==> src/rtl/asi_master_tx_if.sv <==
// Handshake, frame-field and line signals of the AS-i master-request transmitter.
interface asi_master_tx_if;
  logic       clk_3us;
  logic       start;
  logic       sb;
  logic [4:0] addr;
  logic [4:0] info;
  logic       tx_out;
  logic       tx_en;
  logic       busy;
  logic       done;

  modport master (
    input  clk_3us, start, sb, addr, info,
    output tx_out, tx_en, busy, done
  );

  modport slave (
    output clk_3us, start, sb, addr, info,
    input  tx_out, tx_en, busy, done
  );
endinterface

==> src/rtl/asi_master_tx.sv <==
// AS-i master-request transmitter: latches SB/address/info, adds even parity and
// Manchester-encodes the 14-bit frame on half-bit ticks derived from the 3 us divider.
module asi_master_tx #(
  parameter logic        IDLE_LEVEL   = 1'b1,
  parameter int unsigned PAUSE_HALVES = 2
) (
  input logic             clk_in,
  input logic             rst,
  asi_master_tx_if.master bus
);

  localparam logic [1:0] S_IDLE  = 2'd0;
  localparam logic [1:0] S_SYNC  = 2'd1;
  localparam logic [1:0] S_SEND  = 2'd2;
  localparam logic [1:0] S_PAUSE = 2'd3;

  localparam logic [4:0] LAST_HALF = 5'd27;
  localparam logic [3:0] PAUSE_CNT = 4'(PAUSE_HALVES);

  logic [1:0]  state_q, state_d;
  logic        clk3_q;
  logic        tick;
  logic [13:0] frame_q, frame_d;
  logic [4:0]  half_q, half_d;
  logic [3:0]  pause_q, pause_d;
  logic        tx_out_q, tx_out_d;
  logic        tx_en_q, tx_en_d;
  logic        busy_q, busy_d;
  logic        done_q, done_d;
  logic [4:0]  half_nxt;
  logic [3:0]  pause_nxt;

  // Even half-bits carry the inverted bit, odd half-bits the bit itself.
  function automatic logic half_level(input logic [13:0] fr, input logic [4:0] idx);
    logic b;
    b = fr[4'd13 - idx[4:1]];
    return idx[0] ? b : ~b;
  endfunction

  assign tick      = bus.clk_3us ^ clk3_q;
  assign half_nxt  = half_q + 5'd1;
  assign pause_nxt = pause_q + 4'd1;

  always_comb begin
    state_d  = state_q;
    frame_d  = frame_q;
    half_d   = half_q;
    pause_d  = pause_q;
    tx_out_d = tx_out_q;
    tx_en_d  = tx_en_q;
    busy_d   = busy_q;
    done_d   = 1'b0;
    case (state_q)
      S_IDLE: begin
        // A start arriving while done is still high belongs to the old frame and is dropped.
        if (bus.start && !done_q) begin
          frame_d = {1'b0, bus.sb, bus.addr, bus.info, ^{bus.sb, bus.addr, bus.info}, 1'b1};
          busy_d  = 1'b1;
          state_d = S_SYNC;
        end
      end
      S_SYNC: begin
        if (tick) begin
          tx_en_d  = 1'b1;
          tx_out_d = half_level(frame_q, 5'd0);
          half_d   = 5'd0;
          state_d  = S_SEND;
        end
      end
      S_SEND: begin
        if (tick) begin
          if (half_q == LAST_HALF) begin
            tx_en_d  = 1'b0;
            tx_out_d = IDLE_LEVEL;
            pause_d  = 4'd0;
            if (PAUSE_CNT == 4'd0) begin
              busy_d  = 1'b0;
              done_d  = 1'b1;
              state_d = S_IDLE;
            end else begin
              state_d = S_PAUSE;
            end
          end else begin
            half_d   = half_nxt;
            tx_out_d = half_level(frame_q, half_nxt);
          end
        end
      end
      S_PAUSE: begin
        if (tick) begin
          pause_d = pause_nxt;
          if (pause_nxt == PAUSE_CNT) begin
            pause_d = 4'd0;
            busy_d  = 1'b0;
            done_d  = 1'b1;
            state_d = S_IDLE;
          end
        end
      end
      default: state_d = S_IDLE;
    endcase
  end

  always_ff @(posedge clk_in) begin
    if (!rst) begin
      state_q  <= S_IDLE;
      clk3_q   <= 1'b0;
      frame_q  <= 14'd0;
      half_q   <= 5'd0;
      pause_q  <= 4'd0;
      tx_out_q <= IDLE_LEVEL;
      tx_en_q  <= 1'b0;
      busy_q   <= 1'b0;
      done_q   <= 1'b0;
    end else begin
      state_q  <= state_d;
      clk3_q   <= bus.clk_3us;
      frame_q  <= frame_d;
      half_q   <= half_d;
      pause_q  <= pause_d;
      tx_out_q <= tx_out_d;
      tx_en_q  <= tx_en_d;
      busy_q   <= busy_d;
      done_q   <= done_d;
    end
  end

  assign bus.tx_out = tx_out_q;
  assign bus.tx_en  = tx_en_q;
  assign bus.busy   = busy_q;
  assign bus.done   = done_q;

endmodule

==> src/flat_wrapper.sv <==
// flat-port wrapper written by rule: the top's interface ports become plain ports
module asi_master_tx_flat 
#(
  parameter logic        IDLE_LEVEL   = 1'b1,
  parameter int unsigned PAUSE_HALVES = 2
)
  (clk_in, rst, bus_clk_3us, bus_start, bus_sb, bus_addr, bus_info, bus_tx_out, bus_tx_en, bus_busy, bus_done);
  asi_master_tx_if bus_i ();
  input logic clk_in;
  input logic rst;
  input wire logic [$bits(bus_i.clk_3us)-1:0] bus_clk_3us;
  input wire logic [$bits(bus_i.start)-1:0] bus_start;
  input wire logic [$bits(bus_i.sb)-1:0] bus_sb;
  input wire logic [$bits(bus_i.addr)-1:0] bus_addr;
  input wire logic [$bits(bus_i.info)-1:0] bus_info;
  output wire logic [$bits(bus_i.tx_out)-1:0] bus_tx_out;
  output wire logic [$bits(bus_i.tx_en)-1:0] bus_tx_en;
  output wire logic [$bits(bus_i.busy)-1:0] bus_busy;
  output wire logic [$bits(bus_i.done)-1:0] bus_done;
  assign bus_i.clk_3us = bus_clk_3us;
  assign bus_i.start = bus_start;
  assign bus_i.sb = bus_sb;
  assign bus_i.addr = bus_addr;
  assign bus_i.info = bus_info;
  assign bus_tx_out = bus_i.tx_out;
  assign bus_tx_en = bus_i.tx_en;
  assign bus_busy = bus_i.busy;
  assign bus_done = bus_i.done;
  asi_master_tx #(.IDLE_LEVEL(IDLE_LEVEL), .PAUSE_HALVES(PAUSE_HALVES)) u_core (.clk_in(clk_in), .rst(rst), .bus(bus_i));
endmodule
==> config.mk <==
export PLATFORM = sky130hd
export DESIGN_NAME = asi_master_tx_flat
export DESIGN_NICKNAME = d
export VERILOG_FILES = /design/src/rtl/asi_master_tx_if.sv /design/src/rtl/asi_master_tx.sv /design/src/flat_wrapper.sv
export SDC_FILE = /design/constraint.sdc
export NUM_CORES = 1
export LEC_CHECK = 0
export BUFFER_PORTS_ARGS = -buffer_cell sky130_fd_sc_hd__buf_2
export CAP_MARGIN = 15
export CELL_PAD_IN_SITES_DETAIL_PLACEMENT = 2
export CELL_PAD_IN_SITES_GLOBAL_PLACEMENT = 2
export CORE_UTILIZATION = 35
export CTS_BUF_LIST = sky130_fd_sc_hd__clkbuf_2
export CTS_CLUSTER_DIAMETER = 60
export CTS_CLUSTER_SIZE = 16
export DETAILED_ROUTE_END_ITERATION = 8
export PLACE_DENSITY = 0.92
export SYNTH_ARGS = -nofsm -noshare
export SYNTH_HDL_FRONTEND = slang
export SYNTH_SLANG_ARGS = --single-unit
==> constraint.sdc <==
create_clock -name clk_in -period 3 [get_ports clk_in]
set_clock_uncertainty 0.1 [all_clocks]
set_input_delay 0.6 -clock clk_in [delete_from_list [all_inputs] [get_ports clk_in]]
set_output_delay 0.6 -clock clk_in [all_outputs]
set_load 0.05 [all_outputs]
=== After elaboration in Yosys (flattened, before gate mapping) ===
Index checks and enable logic that the tools add are counted.
Widths: inputs -> output; s select.

* Register bits: 29
* Input bits: 15
* Output and inout port bits: 4

* Add/subtract/negate cells: 3
* Magnitude comparators: 1
* Equality and inequality tests: 12
* Muxes and demuxes: 31
* Bitwise gates (word level): 2
* Reduce and logical (&&, ||, !) cells: 15

{| class="wikitable"
|+ Operator list
! operator !! number
|-
| $mux 4 || 4
|-
| $reduce_and 4->1 || 4
|-
| $mux 5 || 3
|-
| $mux 2 || 6
|-
| $ne 2x1->1 const B || 6
|-
| $mux 1 || 11
|-
| $reduce_xor 11->1 || 1
|-
| $pmux 5 s2 || 1
|-
| $pmux 2 s4 || 1
|-
| $pmux 4 s2 || 1
|-
| $pmux 1 s2 || 3
|-
| $reduce_and 3->1 || 2
|-
| $reduce_and 6->1 || 1
|-
| $reduce_bool 2->1 || 3
|-
| $add 5x1->5 const B || 1
|-
| $eq 5x5->1 const B || 1
|-
| $lt 4x5->1 const B || 1
|-
| $add 4x1->4 const B || 1
|-
| $bmux 1 s4 || 1
|-
| $eq 2x2->1 const B || 2
|-
| $eq 4x2->1 const B || 1
|-
| $sub 4x4->4 const A || 1
|-
| $eq 2x1->1 const B || 1
|-
| $logic_not 2->1 || 1
|-
| other kinds (6) || 6
|}

=== Depth between registers and ports, before layout ===
* Depth after elaboration: 9
* Depth in mapped cells: 9
* Mapped depth without buffers: 8

=== Worst setup path after synthesis ===
Ideal clock, no wire load.

* Kind: register to register
* Start: register u_core.half_q[0]
* End: register u_core.tx_out_q, in the netlist u_core.bus.tx_out
* Arrival time: 1.895 ns
* Path slack: 0.881 ns
* Cell stages (with the launch flop): 8
* Path buffers: 1
* Clock period less this slack: 2.119 ns
* Path through: dfxtp_1 ha_1 clkbuf_1 mux4_1 mux2i_1 o211a_1 a311o_1 a21oi_1

* Word-level cells in the longest chain between the ends: 9

{| class="wikitable"
|+ RTL lines
! element !! RTL line !! source
|-
| start, declared || asi_master_tx.sv:24 || <nowiki>logic [4:0] half_q, half_d;</nowiki>
|-
| start signal, assigned || asi_master_tx.sv:119 || <nowiki>half_q <= half_d;</nowiki>
|-
| $add 5x1->5 || asi_master_tx.sv:41 || <nowiki>assign half_nxt = half_q + 5'd1;</nowiki>
|-
| $sub 4x4->4 || asi_master_tx.sv:36 || <nowiki>b = fr[4'd13 - idx[4:1]];</nowiki>
|-
| $bmux 1 s4 || asi_master_tx.sv:36 ||
|-
| $mux 1 (implied by the code) || asi_master_tx.sv:36 ||
|-
| $not 1->1 || asi_master_tx.sv:37 || <nowiki>return idx[0] ? b : ~b;</nowiki>
|-
| $mux 1 || asi_master_tx.sv:37 ||
|-
| $mux 1 * || asi_master_tx.sv:72 || <nowiki>if (half_q == LAST_HALF) begin</nowiki>
|-
| $mux 1 * || asi_master_tx.sv:71 || <nowiki>if (tick) begin</nowiki>
|-
| $pmux 1 s2 * || asi_master_tx.sv:53 || <nowiki>case (state_q)</nowiki>
|-
| end signal, assigned || asi_master_tx.sv:121 || <nowiki>tx_out_q <= tx_out_d;</nowiki>
|-
| end, declared || asi_master_tx.sv:26 || <nowiki>logic tx_out_q, tx_out_d;</nowiki>
|}

Mark *: on every way between the ends. The rest lies on a longest branch, timed or not. The select of a mux whose other input is x is not followed.
A chain may end at the register's enable or synchronous reset.

=== Worst setup path in the final report ===
Ends and elaborated chain as after synthesis.

==> results.cfg <==
[power]
swShare_pct = 40.2
p_seq_share_pct = 38.8
static-leakage-power_nw = 0.717
p_sw_w = 0.000526
combPwrFrac_pct = 39.5
intPower_w = 0.000783
ir_worst_vdd_uv = 281
clkPwrFrac_pct = 21.8
p_per_area_nw_per_um2 = 716

[clocking]
postCtsResizedCells = 0
cts_tree = built
numCtsBuffers = 5
cts_setup_buffers = 0
hold_buffers = 0
cts.path.max_buffers = 2
clk_pin_slew_ns = 0.17
h-tree-depth = 2
cts_sinks = 29
worstSkewPairLatency_ns = 0.36
root_buffer = clkbuf_2

[job]
drv_cap = 0

[setup_path]
critical_path.startpoint = u_core.half_q[0]
crit_chain = ha_1 > xnor2_2 > mux4_2 > mux2i_1 > o211a_1 > a311o_1 > a21oi_1
worstPathArrival_ns = 2.51
cpPeakStageDelay_ns = 0.55
critPathLaunchType = flop
crit_type = flop to flop
r2r_start = u_core.half_q[0]
critPathMaxFanout = 8
required_ns = 3.17
slowest_stage = mux4_2
end_kind = flop

[synth]
netlist_instances = 201
ys_seq_elements = 29
synthTopCellsByArea = dfxtp_1 (36%), nand2_1 (7.6%), a21oi_1 (7.1%)
netlist_top_cells_count = nand2_1 (33), dfxtp_1 (29), nor2_1 (24)
async_reset_ff_share_pct = 0
syn_nets = 224
synth_most_common_cell = nand2_1
synth_ff_type = dfxtp_1
syn-cell-area_um2 = 1630
avgSynthCellArea_um2 = 8.09
yosysWarningCount = 0
synth.distinct_cells = 41
synth_edf_count = 0
synth_top_area_share_pct = 35.7
ys_seq_area_share_pct = 35.7
yosysTopAreaCell = dfxtp_1

[global_route]
use_met1_pct = 23.8
grt_pass1_vias = 1633
busiest_layer = met2
gr-usage-met2_pct = 36.6
grt_pass1_wl_mm = 7.85
overflow = 0
grt_usage_pct = 20.5
antenna_found_initial = 0
grt_max_degree = 20
use_met3_pct = 4.04

[placed_design]
postPlaceCellArea_um2 = 1760
dp_hpwl_mm = 3.33
place_inst = 266
port_buffers = 18
place_congestion = 0.780

[drt]
via_per_inst = 5.51
drt-pass1-iter-count = 4
final_antenna_net_count = 0
routedWlPerCell_um = 16.6
route.detailed.drc = 0
drt_wl_total_mm = 4.54
drtIter0Drc = 63
vias = 1511

[final_layout]
multi_input_area_um2 = 986
final_cell_area_um2 = 1830
fillCellCount = 523
regArea_um2 = 581
stdcell_count = 274
drive_above_1_share_pct = 14.4
area_growth_pct = 12.3
utilization_pct = 41.4
final_nets = 244
antennaDiodeCount = 0

[hold_path]
min_from = bus_info[0]
worstHoldPathType = input port to flop

[timing]
worstMarginPinSlew_ns = 0.618
slew_violations = 0
setup-tns-final_ns = 0
min_period_ns = 2.34
hold_viol_final = 0
grt_setup_unrepaired = false
max_freq_ghz = 0.428
maxSlewHeadroom_pct = 58.4
finalCritPeriodShare_pct = 77.9
setup_viol = 0

[floorplan]
design.die.area_um2 = 4920
rows = 24
start_util_pct = 36.8
core_area_um2 = 4410
io_pins = 19
die_h_um = 70.2
die_w_um = 70.2

[outcome]
status = finished, final reports clean
[worst max-delay path: cells and delay by family (launching register included)]
kind            cells  cell delay [ns]
compound gates      3             0.34
mux                 2             0.75
xor+xnor            1             0.20
flops               1             0.52
fa+ha+maj           1             0.33
[cell families after synthesis]
logic type / share of synthesized area [%]
simple gates: 23.2
flops: 35.7
buf+inv: 3.69
xor+xnor: 8.54
compound gates: 16.6
fa+ha+maj: 6.15
mux: 6.15
[layout by cell type, fill, tap and decap left out, drive strengths merged, types with 3 or more instances in the layout]
master | synthesis | layout
or3 | 3 | 3
nand3 | 6 | 6
o21ai | 10 | 10
clkbuf | 5 | 6
inv | 6 | 6
a22oi | 4 | 4
xor2 | 3 | 3
mux2i | 4 | 4
xnor2 | 12 | 12
nor2 | 24 | 24
dfxtp | 29 | 29
ha | 8 | 8
a21oi | 23 | 23
nor2b | 3 | 3
nand2 | 33 | 33
buf | 2 | 20
[metal layers]
metal	share of wire (%)	up-vias
met3	2.7	7
met5	0	-
met4	1.9	0
li1	-	738
met1	44	742
met2	52	24
[power by group through the flow]
stage | logic (W) | registers, W | clock network, W
3_3_place_gp | 0.000491 | 0.000509 | 0
6_report | 0.000517 | 0.000507 | 0.000285
3_5_place_dp | 0.000514 | 0.000515 | 0
4_1_cts | 0.000524 | 0.000509 | 0.000295
5_1_grt | 0.000573 | 0.000517 | 0.000307
2_1_floorplan | 0.000326 | 0.000552 | 0
[sequential cells by signal, indices dropped and copies added (netlist names)]
register / count
u_core.bus.done: 1
u_core.frame_q: 13
u_core.bus.tx_en: 1
u_core.bus.busy: 1
u_core.bus.tx_out: 1
u_core.state_q: 2
u_core.half_q: 5
u_core.pause_q: 4
u_core.clk3_q: 1
[path summary, 6_finish.rpt]
| check | cells after the start | slack, ns | endpoint |
|---|---|---|---|
| max | 7 | 0.66 | u_core.bus.tx_out |
| min | 3 | 0.36 | u_core.frame_q[2] |
| max reg2reg | 7 | 0.66 | u_core.bus.tx_out |
| min reg2reg | 2 | 0.37 | u_core.frame_q[12] |
[through the flow]
step | power [W] | setup WS, ns | hold slack (ns)
finish | 0.00131 | 0.663 | 0.362
global route | 0.00140 | 0.492 | 0.339
CTS | 0.00133 | 0.633 | 0.346
detailed placement | 0.00103 | 0.553 | 0.350
global placement | 0.00100 | 0.662 | 0.344
floorplan | 0.000879 | 0.881 | 0.327
[area by class of cell]
cell class              instances  area share, %
multi-input cells             158           54.0
inverters                       7           1.44
clock buffers                   6           1.64
repair buffers                 20           5.75
flip-flops and latches         29           31.8
well taps                      52           3.56
clock inverters                 2           1.85
(Power assumes the default switching activity.)
